**config.mk**
```make
export PLATFORM = sky130hd
export DESIGN_NAME = bsnn_layer_sequencer
export DESIGN_NICKNAME = d
export VERILOG_FILES = /design/src/rtl/bsnn_pkg.sv /design/src/rtl/bsnn_layer_sequencer.sv
export SDC_FILE = /design/constraint.sdc
export NUM_CORES = 1
export LEC_CHECK = 0
export CAP_MARGIN = 20
export CORE_AREA = 2 2 407 409
export DETAILED_ROUTE_END_ITERATION = 8
export DIE_AREA = 0 0 409 411
export MAX_ROUTING_LAYER = met4
export PLACE_DENSITY = 0.41
export SETUP_SLACK_MARGIN = 0.5
export SLEW_MARGIN = 20
export SYNTH_ARGS = -nofsm -noshare
export SYNTH_HDL_FRONTEND = slang
export SYNTH_SLANG_ARGS = --single-unit
```
**constraint.sdc**
```tcl
create_clock -name clk -period 2.2 [get_ports clk]
set_input_delay 0.33 -clock clk [delete_from_list [all_inputs] [get_ports clk]]
set_output_delay 0.33 -clock clk [all_outputs]
set_load 0.03 [all_outputs]
```
**src/rtl/bsnn_pkg.sv**
```systemverilog
// Shared types and helpers for the BSNN layer sequencer and its neighbours.
package bsnn_pkg;

  typedef enum logic [1:0] {
    ST_IDLE  = 2'd0,
    ST_ISSUE = 2'd1,
    ST_WAIT  = 2'd2,
    ST_DONE  = 2'd3
  } seq_state_e;

  // Index width for a count of n items; never narrower than one bit.
  function automatic int idx_width(input int n);
    return (n <= 1) ? 1 : $clog2(n);
  endfunction

endpackage

```
**src/rtl/bsnn_layer_sequencer.sv**
```systemverilog
// Time-multiplexes one external BSNN layer across NUM_LAYERS weight banks,
// feeding each layer's spikes back as the next layer's input.
module bsnn_layer_sequencer
  import bsnn_pkg::*;
#(
  parameter int WIDTH         = 256,
  parameter int N_NEURONS     = 256,
  parameter int NUM_LAYERS    = 6,
  parameter int LAYER_LATENCY = 1
) (
  input  logic                                 clk,
  input  logic                                 rst,
  input  logic                                 in_valid,
  output logic                                 in_ready,
  input  logic [WIDTH-1:0]                     in_row,
  output logic                                 layer_valid,
  output logic [WIDTH-1:0]                     layer_input,
  output logic [idx_width(NUM_LAYERS)-1:0]     layer_sel,
  input  logic [N_NEURONS-1:0]                 layer_spike,
  output logic                                 out_valid,
  input  logic                                 out_ready,
  output logic [N_NEURONS-1:0]                 out_spike,
  output logic                                 busy
);

  localparam int SW = idx_width(NUM_LAYERS);
  localparam int CW = idx_width(LAYER_LATENCY);
  localparam logic [SW-1:0] LAST_IDX = SW'(NUM_LAYERS - 1);
  localparam logic [CW-1:0] LAST_CNT = CW'(LAYER_LATENCY - 1);

  seq_state_e           state_q;
  logic [SW-1:0]        idx_q;
  logic [CW-1:0]        lat_q;
  logic [WIDTH-1:0]     row_q;
  logic [N_NEURONS-1:0] spike_q;
  logic                 in_ready_q;
  logic                 layer_valid_q;
  logic                 out_valid_q;
  logic                 busy_q;

  // Sequencer FSM; control outputs are registered alongside the state.
  always_ff @(posedge clk) begin
    if (rst) begin
      state_q       <= ST_IDLE;
      idx_q         <= '0;
      lat_q         <= '0;
      row_q         <= '0;
      spike_q       <= '0;
      in_ready_q    <= 1'b1;
      layer_valid_q <= 1'b0;
      out_valid_q   <= 1'b0;
      busy_q        <= 1'b0;
    end else begin
      case (state_q)
        ST_IDLE: begin
          if (in_valid) begin
            row_q         <= in_row;
            idx_q         <= '0;
            state_q       <= ST_ISSUE;
            in_ready_q    <= 1'b0;
            layer_valid_q <= 1'b1;
            busy_q        <= 1'b1;
          end
        end
        ST_ISSUE: begin
          lat_q         <= '0;
          state_q       <= ST_WAIT;
          layer_valid_q <= 1'b0;
        end
        ST_WAIT: begin
          if (lat_q == LAST_CNT) begin
            spike_q <= layer_spike;
            lat_q   <= '0;
            if (idx_q == LAST_IDX) begin
              state_q     <= ST_DONE;
              out_valid_q <= 1'b1;
            end else begin
              idx_q         <= idx_q + SW'(1);
              state_q       <= ST_ISSUE;
              layer_valid_q <= 1'b1;
            end
          end else begin
            lat_q <= lat_q + CW'(1);
          end
        end
        ST_DONE: begin
          if (out_ready) begin
            state_q     <= ST_IDLE;
            out_valid_q <= 1'b0;
            in_ready_q  <= 1'b1;
            busy_q      <= 1'b0;
          end
        end
        default: begin
          state_q       <= ST_IDLE;
          idx_q         <= '0;
          lat_q         <= '0;
          in_ready_q    <= 1'b1;
          layer_valid_q <= 1'b0;
          out_valid_q   <= 1'b0;
          busy_q        <= 1'b0;
        end
      endcase
    end
  end

  // Layer 0 sees the raw row; later layers see the previous spikes, zero-extended.
  assign layer_input = (idx_q == '0) ? row_q : WIDTH'(spike_q);
  assign layer_sel   = idx_q;
  assign out_spike   = spike_q;
  assign in_ready    = in_ready_q;
  assign layer_valid = layer_valid_q;
  assign out_valid   = out_valid_q;
  assign busy        = busy_q;

endmodule

```
==> results.py <==
metrics = {
    "timing": {
        "hold-worst-slack_ns": 0.2106,
        "finalSetupTns_ns": -151.51,
        "fin_ws_ns": -0.7176,
        "max_slew_margin": 0.5469,
        "min_period_ns": 2.918,
        "setup_violations": 256,
        "rsz0062_at_grt": "true",
        "finalCritPeriodShare": 1.326,
        "maxSlewViolCount": 0,
        "hold_viol_final": 0,
        "max_freq_ghz": 0.3428,
        "worstMarginPinSlew_ns": 0.6797,
        "skew_ns": 0.02970,
    },
    "routing": {
        "ant_nets": 0,
        "firstDrtPassIters": 5,
        "dr.first_iter.drc_count": 1292,
        "vias": 19740,
        "vias_per_cell": 3.666,
        "wl_per_cell_um": 23.57,
        "drc": 0,
        "wirelength_um": 126900,
    },
    "min_path": {
        "hp-class": "input port to flop",
    },
    "global_route": {
        "grt_max_degree": 100,
        "overflow": 0,
        "grt_pass1_vias": 19550,
        "grt_pass1_wl_um": 166100,
        "antenna_found_initial": 22,
        "grt_usage": 0.1449,
    },
    "logic_synthesis": {
        "syn_area_um2": 19990,
        "ys_top_cells_by_count": "521 x dfxtp_1, 517 x nand2_1, 262 x a21oi_1",
        "synth-async-reset-ratio": 0,
        "seq_area_frac_synth": 0.5219,
        "ys_warn_count": 0,
        "ys_types": 30,
        "synth_area_per_cell_um2": 9.894,
        "syn_nets": 2539,
        "ys_top_cells_by_area": "dfxtp_1 52%, mux2_2 14%, a22o_1 11%",
        "synthMostInstantiatedCell": "dfxtp_1",
        "ys_ff_latch": 521,
        "syn_inst": 2020,
        "synth_edf_count": 0,
        "yosysTopAreaCell": "dfxtp_1",
        "ys.flop_type": "dfxtp_1",
        "synth.top_cell.area_share": 0.5219,
    },
    "cells_and_area": {
        "nets": 3642,
        "fin_util": 0.2223,
        "final_cells": 5385,
        "area_growth_pct": 82.24,
        "drive_gt1_frac": 0.3283,
    },
    "power_and_ir_drop": {
        "switchingPower_mw": 7.869,
        "powerDensity_nw_per_um2": 750.2,
        "p_leak_nw": 14.92,
        "power.internal_mw": 19.46,
        "pwr-share-comb": 0.183,
        "p_total_mw": 27.33,
        "p_clk_frac": 0.438,
        "swShare": 0.2880,
        "peakVddDrop_mv": 0.5375,
        "p_seq_frac": 0.379,
    },
    "cts": {
        "cts_tree": "done",
        "root_buffer": "clkbuf_16",
        "ctsLongestPathBuffers": 3,
        "clkTransAtPathRegs_ns": 0.06,
        "cts_buffers": 70,
        "clkSinkCount": 521,
        "htreeDepth": 3,
        "insertion_delay_ns": 0.66,
    },
    "setup_path": {
        "path_cells": "inv_4, ha_4, nor2b_4, buf_12, buf_16, buf_4, buf_16, buf_4, mux2_2, buf_4",
        "r2r_setup_slack_ns": 0.34,
        "critPathKind": "flop to output port",
        "cp_max_fo": 9,
        "cp.required_ns": 1.87,
        "cp-start-kind": "flop",
        "path_common_cell": "buf_4",
        "cp.arrival_ns": 2.59,
        "cp_slowest_cell": "dfxtp_4",
        "max_stage_delay_ns": 0.35,
        "cp-end-kind": "output port",
        "critPathBufInv": 7,
        "crit_family": "buffers and inverters",
    },
    "outcome": {
        "violations": "negative setup slack",
        "status": "finished with violations",
    },
    "placed_design": {
        "gp_congestion": 0.8931,
        "placed_cells": 5184,
        "io_buffers": 1034,
        "dp_hpwl_um": 100100,
    },
    "floorplanning": {
        "initial_core_util": 0.1220,
        "boundaryPins": 1035,
        "fp-row-count": 149,
        "die_h_um": 411,
        "die_w_um": 409,
        "design.die.area_um2": 168100,
        "coreArea_um2": 163900,
    },
    "job": {
        "max_cap_violations": 0,
    },
}
-- cell usage in the layout, fill, tap and decap left out, drive strengths merged --
cell,n
o21bai,4
o31ai,1
a2bb2oi,1
dlygate4sd2,1
and2b,1
buf,494
diode,19
clkbuf,203
clkdlybuf4s15,6
nor3,1
or3,1
dfxtp,521
nand2,517
nand4b,1
a22oi,1
nor2b,2
clkinv,14
clkdlybuf4s50,597
bufinv,7
a22o,256
inv,8
nand3,1
dlygate4sd3,1
and3,1
o21ai,2
mux2,256
a21boi,2
a21oi,263
nor2,3
and2,1
ha,3
clkinvlp,4
nand2b,3
-- state kept, by name (all words and copies together), names as in the netlist --
register     flops
out_spike      256
row_q          256
layer_sel        3
state_q          2
busy             1
in_ready         1
layer_valid      1
out_valid        1
-- cell type report --
cell class	count	area [µm²]
sequential	521	10530
tap	2189	2739
fill	17950	127400
antenna	19	47.55
clock inverter	29	400.4
timing repair buffer	1205	11570
multi-input combinational	1321	9164
clock buffer	97	1954
inverter	4	17.52
-- through the flow --
step | setup WS (ns) | cell area [µm²]
finish | -0.7176 | 36420
global route | -0.8312 | 36410
CTS | -0.8295 | 35900
detailed placement | -0.2910 | 33310
global placement | -0.2892 | 33310
floorplan | 0.2833 | 20250
-- per-layer routing --
metal / part of all wire / global-route usage / vias up
li1: - / - / 9339
met1: 0.41 / 0.1717 / 9540
met2: 0.48 / 0.2403 / 719
met3: 0.071 / 0.03918 / 144
met4: 0.030 / 0.03951 / 0
met5: 0 / - / -
-- cells by family (layout without fill, tap and decap cells) --
kind of cell | count (synthesis) | in the layout | synth area share
AO/OA/AOI/OAI | 530 | 530 | 0.1826
multiplexers | 256 | 256 | 0.1442
AND/OR/NAND/NOR | 532 | 532 | 0.1025
other | 0 | 19 | 0
buffers and inverters | 178 | 1335 | 0.04689
flip-flops | 521 | 521 | 0.5219
adder cells (fa/ha/maj) | 3 | 3 | 0.001878
-- timing repair --
item / 4_1_cts / 5_1_grt
setup buffers: 10 / 32
endpoints found under the setup margin: 829 / 952
hold buffers: 1 / 0
resized for setup: 404 / 1279
hold endpoints to repair: 17 / 0
gates cloned: 3 / 10
-- tightest hold or removal path, delay by kind of cell --
family,cells,cell delay (ns)
simple gates,1,0.05
compound gates,1,0.05
buf+inv,1,0.39
-- final timing paths --
check / end / cells after the start / start
setup / recovery: layer_input[40] / 10 / layer_sel[0]
hold / removal: out_spike[50] / 3 / layer_spike[50]
setup reg to reg: layer_sel[2] / 5 / state_q[0]
hold reg to reg: row_q[40] / 1 / row_q[40]
-- power groups by stage --
stage	Sequential (mW)	Clock [mW]	Combinational, mW
floorplan	10.7	0	2.03
global placement	10.6	0	4.91
detailed placement	10.5	0	4.93
CTS	10.3	12.4	4.90
global route	10.4	12.7	5.27
finish	10.4	12.0	5.01
Note: power is estimated with default switching activity, not from simulation.
